[config.mk]
export PLATFORM = sky130hd
export DESIGN_NAME = sys_bridge
export DESIGN_NICKNAME = d
export VERILOG_FILES = /design/src/rtl/sys_bridge.sv
export SDC_FILE = /design/constraint.sdc
export NUM_CORES = 1
export LEC_CHECK = 0
export ABC_AREA = 1
export CAP_MARGIN = 20
export CORE_AREA = 2 2 94 96
export CTS_CLUSTER_DIAMETER = 80
export DETAILED_ROUTE_END_ITERATION = 10
export DIE_AREA = 0 0 96 98
export PLACE_DENSITY = 0.86
export SYNTH_ARGS = -nofsm -noshare
export SYNTH_HDL_FRONTEND = slang
export SYNTH_SLANG_ARGS = --single-unit
[constraint.sdc]
create_clock -name clk_i -period 4 [get_ports clk_i]
set_input_delay 0.6 -clock clk_i [delete_from_list [all_inputs] [get_ports clk_i]]
set_output_delay 0.6 -clock clk_i [all_outputs]
set_load 0.02 [all_outputs]
[src/rtl/sys_bridge.sv]
// sys_bridge: CPU data-port bridge to two TC timers plus an external irq.
// Define SYS_BRIDGE_EDGE_IRQ_EN for edge-latched PEND with write-1-to-clear.
`ifndef DEV_ADDR_WD
`define DEV_ADDR_WD 2
`endif
`ifndef WR_EN
`define WR_EN 1'b1
`endif
`ifndef WR_DIS
`define WR_DIS 1'b0
`endif

module sys_bridge #(
    parameter int ERRCNT_WD = 16
) (
    input  logic                    clk_i,
    input  logic                    rst_i,
    input  logic [31:0]             pr_addr_i,
    input  logic                    pr_we_i,
    input  logic [31:0]             pr_wdata_i,
    output logic [31:0]             pr_rdata_o,
    output logic [5:0]              hwint_o,
    output logic                    tc0_we_o,
    output logic                    tc1_we_o,
    output logic [`DEV_ADDR_WD-1:0] tc0_add_o,
    output logic [`DEV_ADDR_WD-1:0] tc1_add_o,
    output logic [31:0]             tc0_dat_o,
    output logic [31:0]             tc1_dat_o,
    input  logic [31:0]             tc0_dat_i,
    input  logic [31:0]             tc1_dat_i,
    input  logic                    tc0_irq_i,
    input  logic                    tc1_irq_i,
    input  logic                    ext_irq_i
);

    localparam logic [ERRCNT_WD-1:0] ERR_MAX = {ERRCNT_WD{1'b1}};

    logic                 wr;
    logic                 dev_hit;
    logic                 sel_tc0;
    logic                 sel_tc1;
    logic                 sel_reg;
    logic                 sel_unm;
    logic [1:0]           reg_idx;
    logic [2:0]           irq;
    logic [2:0]           mask;
    logic [2:0]           pend;
    logic [ERRCNT_WD-1:0] errcnt;
    logic [31:0]          reg_rdata;
    logic                 unused_addr;

    assign wr      = (pr_we_i == `WR_EN);
    assign dev_hit = (pr_addr_i[31:8] == 24'h00007F);
    assign sel_tc0 = dev_hit && (pr_addr_i[7:4] == 4'h0);
    assign sel_tc1 = dev_hit && (pr_addr_i[7:4] == 4'h1);
    assign sel_reg = dev_hit && (pr_addr_i[7:4] == 4'h2);
    assign sel_unm = dev_hit && (pr_addr_i[7:4] > 4'h2);
    assign reg_idx = pr_addr_i[3:2];
    assign irq     = {ext_irq_i, tc1_irq_i, tc0_irq_i};

    assign unused_addr = ^pr_addr_i[1:0];

    assign tc0_we_o  = wr && sel_tc0;
    assign tc1_we_o  = wr && sel_tc1;
    assign tc0_add_o = pr_addr_i[`DEV_ADDR_WD+1:2];
    assign tc1_add_o = pr_addr_i[`DEV_ADDR_WD+1:2];
    assign tc0_dat_o = pr_wdata_i;
    assign tc1_dat_o = pr_wdata_i;

    assign hwint_o = {3'b000, pend & mask};

`ifdef SYS_BRIDGE_EDGE_IRQ_EN
    logic [2:0] irq_q;
    logic [2:0] pend_clr;

    assign pend_clr = (wr && sel_reg && reg_idx == 2'd0) ?
                      pr_wdata_i[2:0] : 3'b000;

    // a rise in the same cycle as a clear of that bit leaves it set
    always_ff @(posedge clk_i) begin
        if (rst_i) begin
            irq_q <= 3'b000;
            pend  <= 3'b000;
        end else begin
            irq_q <= irq;
            pend  <= (pend & ~pend_clr) | (irq & ~irq_q);
        end
    end
`else
    assign pend = irq;
`endif

    always_ff @(posedge clk_i) begin
        if (rst_i) begin
            mask <= 3'b000;
        end else if (wr && sel_reg && reg_idx == 2'd1) begin
            mask <= pr_wdata_i[2:0];
        end
    end

    always_ff @(posedge clk_i) begin
        if (rst_i) begin
            errcnt <= '0;
        end else if (wr && sel_reg && reg_idx == 2'd2) begin
            errcnt <= '0;
        end else if (sel_unm && errcnt != ERR_MAX) begin
            errcnt <= errcnt + 1'b1;
        end
    end

    always_comb begin
        reg_rdata = 32'h0;
        unique case (reg_idx)
            2'd0:    reg_rdata = {29'h0, pend};
            2'd1:    reg_rdata = {29'h0, mask};
            2'd2:    reg_rdata = 32'(errcnt);
            default: reg_rdata = 32'h0;
        endcase
    end

    always_comb begin
        pr_rdata_o = 32'h0;
        unique case (1'b1)
            sel_tc0: pr_rdata_o = tc0_dat_i;
            sel_tc1: pr_rdata_o = tc1_dat_i;
            sel_reg: pr_rdata_o = reg_rdata;
            default: pr_rdata_o = 32'h0;
        endcase
    end

endmodule
==> impl_results.md <==
- Layout cells sized above 1: 6.74%
- Layout Skew: 5.30 ps
- P_sw: 117 uW
- Register area share after synthesis: 14.5%
- Synth top area cells: nand2_1 22%, buf_4 22%, dfxtp_1 14%
- Clk pwr share: 28.6%
- Clock transition at the registers of the reported paths: 70 ps
- Crit path cell chain: clkdlybuf4s50_1 > nor2_1 > nand2_1 > nor2_1 > nand2_2 > nor2_8 > nand2_2 > inv_2 > buf_4 > nand2_1 > nand3_1 > clkdlybuf4s50_1
- RSZ-0062 raised after global routing: no
- Slew @ Worst Pin: 507 ps
- Clock sink count: 19
- ANT nets after route: 0
- Synthesis-to-finish area growth: 41.2%
- Total wire length: 8.68 mm
- Crit end category: primary output
- Internal: 360 uW
- Worst slew margin: 66.1%
- Final period utilization: 92.3%
- Max clock buf depth: 2
- Routability Congestion: 0.878
- Fmax: 271 MHz
- Max Slew Vio Count: 0
- Filler Cells Inserted: 863
- Worst-Skew Late Latency: 260 ps
- Largest net degree at the start of global routing: 31
- PortBufs: 149
- Avg WL per Cell: 13.8 um
- Die W: 96 um
- Yosys top cell area share: 22.1%
- Root Driver: clkbuf_8
- Setup TNS: 0 ps
- Worst Path Class, Setup: primary input to primary output
- GRT Residual Overflow: 0
- Tot GR Track Use: 17.7%
- Crit-path max cell delay: 600 ps
- Leakage Power: 0.00144 uW
- Post-Syn Instances: 442
- Nets: 655
- Hold Path Class: flop to flop
- Hold_buf cts: 0
- Area leader, netlist: nand2_1
- Outcome: complete, no violations
- CTS tree: built
- Number of synthesis warnings: 0
- Core area: 8470 um2
- Design area: 3710 um2
- Number of buffers inserted during clock tree synthesis: 3
- Post-Syn Area: 2630 um2
- Power, Total: 477 uW
- Critical path launch point type: primary input
- Worst EP required: 3400 ps
- Comb power frac: 31.8%
- Initial antenna violation count: 0
- Initial Util: 31.0%
- Sequential share of power: 39.6%
- Die Span Y: 98 um
- Yosys cell types: 28
- First-pass DRT Iterations: 4
- Vias in the first global route: 2901
- H-tree depth: 1
- Ports: 242
- Resized Gates After CTS: 0
- Yosys reg bits: 19
- Post-DR vias/cell: 4.67
- First-pass GRT wire length: 13.4 mm
- Worst Path Max Fanout: 29
- Initial DRC count: 211
- CP max stage cell: clkdlybuf4s50_1
- Fin crit period: 3690 ps
- Placed wire-length estimate: 7.35 mm
- Via count: 2929
- P per Cell Area: 129 nW/um2
- Post-detailed-route DRC marker count: 0
- # setup viols final: 0
- Peak supply drop: 0.0980 mV
- Row Count: 34
- Maxcap violations: 0
- Number of diodes: 0
- WP data arrival: 3090 ps
- Die ar.: 9410 um2
- Placed Area: 3660 um2
- Final hold vios: 0
- Sw frac: 24.5%
- Setup Buffers After CTS: 0
- Avg Inst Size Synth: 5.94 um2
## state kept, by name (all words and copies together), names as in the netlist
signal / count
errcnt: 16
mask: 3
## layout make-up
type / instances / area [um2] / share of cell area [%]
sequential: 19 / 380 / 10.3
timing repair buffer: 153 / 1520 / 41.0
clock inverter: 1 / 5.00 / 0.135
inverter: 37 / 139 / 3.74
clock buffer: 3 / 41.3 / 1.11
multi-input combinational: 306 / 1490 / 40.1
tap: 108 / 135 / 3.64
## metal layers
layer,track usage [%],up-vias,wire length [um]
li1,-,1484,-
met1,21.1,1289,3560
met2,31.9,147,4360
met3,2.85,9,652
met4,5.16,0,106
met5,0,-,0
## path summary, 6_finish.rpt
| kind | startpoint | end | slack, ps | cells after the start |
|---|---|---|---|---|
| hold reg to reg | errcnt[15]$_SDFFE_PP0P_ | errcnt[15]$_SDFFE_PP0P_ | 490 | 2 |
| setup / recovery | pr_addr_i[19] | pr_rdata_o[1] | 310 | 12 |
| hold / removal | errcnt[15]$_SDFFE_PP0P_ | errcnt[15]$_SDFFE_PP0P_ | 490 | 2 |
| setup reg to reg | errcnt[0]$_SDFFE_PP0P_ | errcnt[7]$_SDFFE_PP0P_ | 2110 | 7 |
## metrics by stage
stage | util, % | instances | setup slack, ps | hold slack (ps)
global route | 43.8 | 627 | 54.0 | 522
finish | 43.8 | 627 | 306 | 495
global placement | 43.3 | 623 | 327 | 472
floorplan | - | 444 | 1670 | 457
detailed placement | 43.3 | 623 | 292 | 482
CTS | 43.8 | 627 | 286 | 496
## power groups by stage
stage	logic (uW)	registers, uW	clock network (uW)
global placement	150	193	0
detailed placement	151	193	0
CTS	152	189	140
floorplan	123	193	0
global route	161	189	145
finish	152	189	136
## cell usage after synthesis, drive strengths merged
cell type,n
nand2,160
buf,82
nor2,49
inv,36
nand3,32
a21oi,19
dfxtp,19
nand4,15
o211ai,13
xor2,7
o21ai,4
nor3,3
clkinv,1
conb,1
ha,1
## worst max-delay path: cells and delay by family
kind          cells  cell delay (ps)
buf+inv           4             1620
simple gates      8              850
## cells by family after synthesis
| logic type | Yosys count | synth area share (%) |
|---|---|---|
| xor gates and xnor gates | 7 | 2.33 |
| DFF | 19 | 14.5 |
| buffers and inverters | 119 | 29.2 |
| AOI/OAI and AO/OA | 36 | 9.52 |
| other | 1 | 0.143 |
| adders and majority gates | 1 | 0.476 |
| and+or+nand+nor | 259 | 43.9 |
## placed cells by master, fill, tap and decap left out
| master | netlist | routed |
|---|---|---|
| clkinv_1 | 1 | 1 |
| buf_4 | 77 | 4 |
| nor2_4 | 3 | 3 |
| nand2_1 | 155 | 155 |
| nor3_4 | 1 | 1 |
| o21ai_0 | 4 | 4 |
| nand4_1 | 13 | 13 |
| inv_1 | 34 | 34 |
| nor2_8 | 1 | 1 |
| nor3_1 | 2 | 2 |
| nand3_1 | 31 | 31 |
| ha_1 | 1 | 1 |
| nand2_2 | 4 | 4 |
| clkbuf_8 | 0 | 3 |
| clkinv_2 | 0 | 1 |
| conb_1 | 1 | 3 |
| a21oi_2 | 10 | 10 |
| nand3_2 | 1 | 1 |
| a21oi_1 | 9 | 9 |
| inv_2 | 2 | 2 |
| nor2_2 | 2 | 2 |
| nor2_1 | 43 | 43 |
| nand4_2 | 1 | 1 |
| clkdlybuf4s50_1 | 0 | 149 |
| nand4_4 | 1 | 1 |
| o211ai_1 | 13 | 13 |
| nand2_4 | 1 | 1 |
| xor2_1 | 7 | 7 |
| dfxtp_1 | 19 | 19 |
Note: power is estimated with default switching activity, not from simulation.
